==> config.mk <==
export PLATFORM = sky130hd
export DESIGN_NAME = ex_mem_buffer
export DESIGN_NICKNAME = d
export VERILOG_FILES = /design/src/rtl/ex_mem_buffer.sv
export SDC_FILE = /design/constraint.sdc
export NUM_CORES = 1
export LEC_CHECK = 0
export BUFFER_PORTS_ARGS = -buffer_cell sky130_fd_sc_hd__buf_2
export CORE_MARGIN = 3
export CORE_UTILIZATION = 40
export DETAILED_ROUTE_END_ITERATION = 12
export HOLD_SLACK_MARGIN = 0.08
export PLACE_DENSITY = 0.63
export SYNTH_ARGS = -nofsm -noshare
export SYNTH_HDL_FRONTEND = slang
export SYNTH_SLANG_ARGS = --single-unit
==> constraint.sdc <==
create_clock -name clk -period 8.71 [get_ports clk]
set_clock_uncertainty 0.15 [all_clocks]
set_input_delay 0.871 -clock clk [delete_from_list [all_inputs] [get_ports clk]]
set_output_delay 0.871 -clock clk [all_outputs]
set_load 0.02 [all_outputs]
==> src/rtl/ex_mem_buffer.sv <==
// rtl/ex_mem_buffer.sv - execute->memory stage buffer with in-order flag commit and halt sequencing
//
// Purpose:
//   Small FIFO between the ALU compute stage and the memory stage. Each accepted
//   instruction carries its ALU result, effective address, store data and
//   writeback control. The architectural {Z,V,N} flag register is updated as
//   entries leave, so flag changes follow program order. An accepted HLT closes
//   the input side; the block reports halted once the HLT entry has been popped.
//
// Configuration:
//   FLAG_BYPASS_EN - when defined, flags_zvn shows the post-commit value in the
//                    same cycle as a committing pop; otherwise it shows only
//                    the flag register.
//
// Ports:
//   clk, rst                  clock, synchronous active-high reset
//   in_valid / in_ready       execute-side handshake
//   in_opcode .. in_alu_n     instruction fields from the execute stage
//   flush                     drop every buffered entry and the current input
//   out_valid / out_ready     memory-side handshake
//   out_opcode .. out_wr_en   head entry fields
//   flags_zvn                 architectural flags {Z,V,N}
//   halted                    HLT has retired

module ex_mem_buffer #(
    parameter int DATA_W = 16,
    parameter int DEPTH  = 2
) (
    input  logic              clk,
    input  logic              rst,
    input  logic              in_valid,
    output logic              in_ready,
    input  logic [3:0]        in_opcode,
    input  logic [DATA_W-1:0] in_alu_out,
    input  logic [DATA_W-1:0] in_mem_addr,
    input  logic [DATA_W-1:0] in_st_data,
    input  logic [3:0]        in_dst_reg,
    input  logic              in_wr_en,
    input  logic              in_alu_v,
    input  logic              in_alu_n,
    input  logic              flush,
    output logic              out_valid,
    input  logic              out_ready,
    output logic [3:0]        out_opcode,
    output logic [DATA_W-1:0] out_alu_out,
    output logic [DATA_W-1:0] out_mem_addr,
    output logic [DATA_W-1:0] out_st_data,
    output logic [3:0]        out_dst_reg,
    output logic              out_wr_en,
    output logic [2:0]        flags_zvn,
    output logic              halted
);

    localparam int AW = $clog2(DEPTH);
    localparam int CW = AW + 1;

    localparam logic [3:0] OP_ADD = 4'h0;
    localparam logic [3:0] OP_SUB = 4'h1;
    localparam logic [3:0] OP_XOR = 4'h2;
    localparam logic [3:0] OP_SLL = 4'h4;
    localparam logic [3:0] OP_SRA = 4'h5;
    localparam logic [3:0] OP_ROR = 4'h6;
    localparam logic [3:0] OP_HLT = 4'hF;

    typedef enum logic [1:0] {
        RUN,
        DRAIN,
        HALTED
    } state_t;

    state_t state;

    logic [3:0]        opcode_q  [DEPTH];
    logic [DATA_W-1:0] alu_out_q [DEPTH];
    logic [DATA_W-1:0] mem_addr_q[DEPTH];
    logic [DATA_W-1:0] st_data_q [DEPTH];
    logic [3:0]        dst_reg_q [DEPTH];
    logic              wr_en_q   [DEPTH];
    logic              z_q       [DEPTH];
    logic              v_q       [DEPTH];
    logic              n_q       [DEPTH];

    logic [AW-1:0] wr_ptr;
    logic [AW-1:0] rd_ptr;
    logic [CW-1:0] count;
    logic [2:0]    flags_q;
    logic [2:0]    flags_next;
    logic          accept;
    logic          pop;

    assign out_valid = (count != '0);
    assign in_ready  = (count < CW'(DEPTH)) && (state == RUN);
    assign accept    = in_valid && in_ready && !flush;
    assign pop       = out_valid && out_ready && !flush;
    assign halted    = (state == HALTED);

    assign out_opcode   = opcode_q[rd_ptr];
    assign out_alu_out  = alu_out_q[rd_ptr];
    assign out_mem_addr = mem_addr_q[rd_ptr];
    assign out_st_data  = st_data_q[rd_ptr];
    assign out_dst_reg  = dst_reg_q[rd_ptr];
    assign out_wr_en    = wr_en_q[rd_ptr];

    // Flag value that the head entry would commit if it popped now.
    always_comb begin
        flags_next = flags_q;
        case (opcode_q[rd_ptr])
            OP_ADD, OP_SUB: flags_next = {z_q[rd_ptr], v_q[rd_ptr], n_q[rd_ptr]};
            OP_XOR, OP_SLL, OP_SRA, OP_ROR: flags_next[2] = z_q[rd_ptr];
            default: flags_next = flags_q;
        endcase
    end

`ifdef FLAG_BYPASS_EN
    assign flags_zvn = pop ? flags_next : flags_q;
`else
    assign flags_zvn = flags_q;
`endif

    always_ff @(posedge clk) begin
        if (rst) begin
            state   <= RUN;
            wr_ptr  <= '0;
            rd_ptr  <= '0;
            count   <= '0;
            flags_q <= 3'b000;
            // Storage is cleared so the head fields read zero out of reset.
            for (int i = 0; i < DEPTH; i++) begin
                opcode_q[i]   <= '0;
                alu_out_q[i]  <= '0;
                mem_addr_q[i] <= '0;
                st_data_q[i]  <= '0;
                dst_reg_q[i]  <= '0;
                wr_en_q[i]    <= 1'b0;
                z_q[i]        <= 1'b0;
                v_q[i]        <= 1'b0;
                n_q[i]        <= 1'b0;
            end
        end else if (flush && state != HALTED) begin
            wr_ptr <= '0;
            rd_ptr <= '0;
            count  <= '0;
            // In DRAIN the HLT is necessarily still buffered, so flushing it
            // reopens the input side.
            if (state == DRAIN) begin
                state <= RUN;
            end
        end else begin
            if (accept) begin
                opcode_q[wr_ptr]   <= in_opcode;
                alu_out_q[wr_ptr]  <= in_alu_out;
                mem_addr_q[wr_ptr] <= in_mem_addr;
                st_data_q[wr_ptr]  <= in_st_data;
                dst_reg_q[wr_ptr]  <= in_dst_reg;
                wr_en_q[wr_ptr]    <= in_wr_en;
                z_q[wr_ptr]        <= (in_alu_out == '0);
                v_q[wr_ptr]        <= in_alu_v;
                n_q[wr_ptr]        <= in_alu_n;
                wr_ptr             <= wr_ptr + AW'(1);
                if (in_opcode == OP_HLT) begin
                    state <= DRAIN;
                end
            end
            if (pop) begin
                rd_ptr  <= rd_ptr + AW'(1);
                flags_q <= flags_next;
                if (opcode_q[rd_ptr] == OP_HLT) begin
                    state <= HALTED;
                end
            end
            count <= count + CW'(accept) - CW'(pop);
        end
    end

endmodule

=== Yosys cells after proc, flatten, opt, wreduce, memory -nomap -nowiden ===
Memories as Yosys holds them, arrays and structs flattened. A register that Yosys moved wholly into a read port is not among the register bits.
Cells that the tools add are included.

* Output and inout port bits: 63
* RAM bits: 120
* Memories kept: 9
* Register bits: 6

{| class="wikitable"
|+ Memory list
! name !! depth !! width !! rd ports !! clocked after Yosys merged registers in !! write ports !! line !! source
|-
| alu_out_q || 2 || 16 || 1 || 1 || 2 || 74 || <nowiki>logic [DATA_W-1:0] alu_out_q [DEPTH];</nowiki>
|-
| mem_addr_q || 2 || 16 || 1 || 1 || 2 || 75 || <nowiki>logic [DATA_W-1:0] mem_addr_q[DEPTH];</nowiki>
|-
| st_data_q || 2 || 16 || 1 || 1 || 2 || 76 || <nowiki>logic [DATA_W-1:0] st_data_q [DEPTH];</nowiki>
|-
| dst_reg_q || 2 || 4 || 1 || 1 || 2 || 77 || <nowiki>logic [3:0] dst_reg_q [DEPTH];</nowiki>
|-
| opcode_q || 2 || 4 || 1 || 1 || 2 || 73 || <nowiki>logic [3:0] opcode_q [DEPTH];</nowiki>
|-
| n_q || 2 || 1 || 1 || 1 || 2 || 81 || <nowiki>logic n_q [DEPTH];</nowiki>
|-
| +3 memories || -- || -- || -- || -- || -- || -- ||
|}

* Equality and inequality tests: 11
* Multiplexer cells: 51
* Reductions and logical operators: 25
* Magnitude comparators: 1
* Bitwise operators: 1
* Add/subtract/negate cells: 4

{| class="wikitable"
|+ Operator list
! cell !! number
|-
| 16-bit two-way mux || 3
|-
| 16-bit OR reduction || 3
|-
| 1-bit two-way mux || 40
|-
| 16-bit logical NOT || 1
|-
| 4-bit by 3-bit == test with 1-bit output, second input constant || 3
|-
| 2-bit two-way mux || 6
|-
| 4-bit == test, second input constant || 2
|-
| 4-bit two-way mux || 2
|-
| 4-bit OR reduction || 2
|-
| 1-bit logical AND || 6
|-
| 3-bit AND reduction || 2
|-
| 6-bit OR reduction || 1
|-
| 4-bit by 1-bit == test with 1-bit output, second input constant || 1
|-
| 4-bit by 2-bit == test with 1-bit output, second input constant || 1
|-
| 4-bit logical NOT || 1
|-
| 1-bit OR reduction || 4
|-
| 2-bit OR reduction || 2
|-
| 1-bit adder, second input constant || 2
|-
| 2-bit by 1-bit adder with 2-bit output || 1
|-
| 2-bit by 1-bit == test with 1-bit output, second input constant || 1
|-
| 2-bit == test, second input constant || 1
|-
| 2-bit logical NOT || 1
|-
| 2-bit < comparator, second input constant || 1
|-
| 2-bit by 1-bit inequality test with 1-bit output, second input constant || 1
|-
| other kinds (5) || 5
|}

=== Longest topological paths before layout ===
* Word-level depth: 10
* Depth in mapped cells: 8
* Depth with buffers taken out: 8

=== Worst setup path before layout ===
OpenSTA, ideal clock, no wires.

* Path kind: input to register
* From: input port flush
* To: memory alu_out_q[0][0], enable pin
* Data required time: 8.069 ns
* Slack: 4.082 ns
* Cell stages on the path: 3
* Data arrival time: 3.988 ns
* Cells stage by stage: inv_1 > nand3_2 > o21bai_1

{| class="wikitable"
|+ RTL lines
! item !! line !! source
|-
| from (decl) || 41 || <nowiki>input logic flush,</nowiki>
|-
| to (decl) || 74 ||
|}

==> results.md <==
- Worst slack at placement: 5760 ps
- Min-delay src: flags_zvn[1]
- Least-Margin Pin Slew: 871 ps
- Post-Synth XOR/XNOR Area: 0.621%
- Starting Density: 41.8%
- H-tree levels: 4
- Post_cts resized: 0
- Post-synthesis cell area: 5640 µm²
- Initial antenna violation count: 1
- RSZ-0062 raised after global routing: no
- Clock network power share: 45.2%
- Height of the die: 125 µm
- CP Data Required Time: 7690 ps
- Vias per cell: 4.87
- Synth area leaders: edfxtp_1 64%, and2_1 13%, mux2_2 11%
- Minimum clock period: 3270 ps
- Gate power share: 7.7%
- Cell family with most CP delay: buffers and inverters
- Synth Area in Compound Gates: 1.64%
- Mux cell area share after synthesis: 11.8%
- Die span in x: 125 µm
- VDD IR max: 119 µV
- TritonCTS Buffers: 17
- Simple-Gate Fraction of Synth Area: 16.4%
- Global-route wire length before repair: 18,500 µm
- Pins over their slew limit: 0
- Clock Tree Buf Depth: 2
- Vias in the first global route: 3,619
- Layout cell share with drive strength beyond 1: 42.8%
- Final Routed Wirelength: 11,500 µm
- Status: finished, final reports clean
- Tcrit/Tclk final: 37.5%
- Residual DRC: 0
- Worst hold-check path type: flop to flop
- Post CTS Setup Buffer Count: 0
- Cts hold-fix bufs: 0
- R2r setup slk: 6270 ps
- Hold Path Cell Cnt: 2
- Max-slew headroom: 41.9%
- Cell taking the most area after synthesis: edfxtp_1
- Seq pwr share: 47.1%
- Seq cells post-synth: 130
- Top cell type's share of synthesized area: 63.9%
- Critical Path End Type: primary output
- Gr usage total: 15.2%
- Avg WL per Cell: 16.4 µm
- Worst-path fanout max: 37
- Main combinational cell family by area after synthesis: simple AND/OR/NAND/NOR gates
- Synth warn: 0
- Post-Synth Adder-Cell Area: 0.444%
- Sink Count: 130
- Crit Path Category: flop to primary output
- Final setup fails: 0
- Worst Reg-to-Reg Cells: 4
- Setup WS post-layout: 5440 ps
- Syn avg cell area: 14.8 µm²
- CTS tree: done
- Fillers: 1,186
- Die ar.: 15,600 µm²
- Element type at the critical path start: flop
- Post-Synthesis Cells: 380
- Max Cap Violations: 0
- IO Port Bufs: 126
- Drt initial violations: 163
- Reg2reg start: state[1]
- CTS root buffer: clkbuf_16
- Setup tns final: 0 ps
- Gpl congestion: 0.741
- Count of different cell masters after synthesis: 32
- Internal: 1.21 mW
- Worst-path clk slew: 50 ps
- Maximum clock frequency: 306 MHz
- Core box area: 13,500 µm²
- Cell leakage power: 2.94 nW
- Post-DRT Antenna Nets: 0
- Post-Syn Nets: 446
- Crit path DAT: 2250 ps
- Post-synthesis sequential area ratio: 67.5%
- First drt pass iteration count: 4
- WHS Endpoint: flags_zvn[1]
- Area grow syn2layout: 25.1%
- Final Hold Violating Endpoints: 0
- PwrDens: 218 nW/µm²
- Critical path's largest stage delay: 690 ps
- Latest clock arrival within the worst-skew pair: 410 ps
- Min Hold Slack: 327 ps
- Reg-to-Reg End: mem_addr_q[0][3]
- Site Rows: 42
- Largest net degree at the start of global routing: 61
- Critical path buffers and inverters: 2
- I/O Pins: 127
- Worst path slowest cell: dfxtp_2
- GRT overflow: 0
- HPWL after DPL: 7190 µm
- Crit-path cells: buf_4, mux2_2, buf_2
- Vias: 3,409
- Layout Nets: 576
- Sw Ratio: 21.5%
- Psw: 0.330 mW
-- area by class of cell --
class	count	area (µm²)	area share, %
well taps	176	220	3.12
inverters	5	18.8	0.266
repair buffers	131	668	9.47
clock inverters	13	143	2.02
flip-flops and latches	130	3800	53.9
clock buffers	19	433	6.14
multi-input cells	225	1770	25.0
diodes	1	2.50	0.0355
-- Yosys cell counts --
library cell / number
edfxtp_1: 120
and2_1: 118
mux2_2: 55
clkbuf_1: 19
dfxtp_1: 10
nor2_1: 7
a21oi_1: 5
inv_1: 5
nor4_1: 5
mux2i_1: 3
nand4_1: 3
o21ai_0: 3
or3_1: 3
ha_1: 2
nor3_2: 2
o21bai_1: 2
xnor2_1: 2
xor2_1: 2
a21o_1: 1
a32o_1: 1
a41o_1: 1
and3_1: 1
buf_2: 1
mux2_4: 1
nand3_2: 1
nor2b_1: 1
nor3b_2: 1
nor4b_1: 1
o211a_1: 1
or2_0: 1
or2_2: 1
or4b_4: 1
-- per-layer routing --
metal	global-route usage (%)	part of all wire (%)	vias to the layer above
li1	-	-	1625
met3	3.90	4.2	20
met5	0	0	-
met2	26.1	51	88
met4	7.74	2.4	0
met1	17.6	43	1676
-- how the worst max path moves through the flow --
stage | depth (start not counted) | slack, ps | endpoint | startpoint
4_1_cts | 3 | 5370 | out_alu_out[14] | flop
3_3_place_gp | 5 | 5790 | st_data_q[0][10] | flush
5_1_grt | 3 | 5310 | out_dst_reg[2] | flop
3_5_place_dp | 5 | 5760 | st_data_q[0][12] | flush
6_report | 3 | 5440 | out_alu_out[14] | flop
2_1_floorplan | 3 | 4080 | alu_out_q[0][0] | flush
-- flip-flops by register name (all words and copies together), names as in the netlist, named ones only --
| name | count |
|---|---|
| opcode_q | 8 |
| flags_zvn | 3 |
| count | 2 |
| state | 2 |
| v_q | 2 |
| n_q | 2 |
| alu_out_q | 32 |
| rd_ptr | 1 |
| wr_en_q | 2 |
| dst_reg_q | 8 |
| mem_addr_q | 32 |
| st_data_q | 32 |
| wr_ptr | 1 |
| z_q | 2 |
-- worst reg2reg max path, cell delays in order (launching register included) --
cell and delay, ps:
dfxtp_1 320, nor3_2 270, nand3_2 290, o21bai_4 380
buf_4 650
-- kinds of logic (layout without fill, tap and decap cells) --
family	count (synthesis)	in the layout
and+or+nand+nor	146	146
DFF	130	130
muxes	59	59
buffers and inverters	25	168
AOI/OAI and AO/OA	14	14
xor gates and xnor gates	4	4
adders and majority gates	2	2
other	0	1
-- cell usage in the layout (no fill, tap or decap), types with 6 or more instances in the layout --
master	synthesis	layout
edfxtp_1	120	120
clkbuf_16	0	17
nor2_1	7	7
clkinv_2	0	6
buf_2	1	126
mux2_2	55	55
dfxtp_1	10	9
and2_1	118	118
-- power by group through the flow --
stage	logic, mW	registers, mW	clock network (mW)
after floorplan	0.0698	0.735	0
after global placement	0.119	0.736	0
after detailed placement	0.120	0.737	0
after CTS	0.120	0.724	0.707
after global routing	0.129	0.727	0.730
final	0.118	0.724	0.694
-- stage by stage --
| step | area (µm²) | power (mW) | std cells | utilization [%] |
|---|---|---|---|---|
| floorplan | 5640 | 0.805 | 380 | - |
| CTS | 7050 | 1.55 | 699 | 52.2 |
| global route | 7060 | 1.59 | 700 | 52.2 |
| detailed placement | 6480 | 0.856 | 667 | 48.0 |
| global placement | 6480 | 0.854 | 667 | 48.0 |
| finish | 7060 | 1.53 | 700 | 52.2 |
Power figures use the tool's default switching activity.
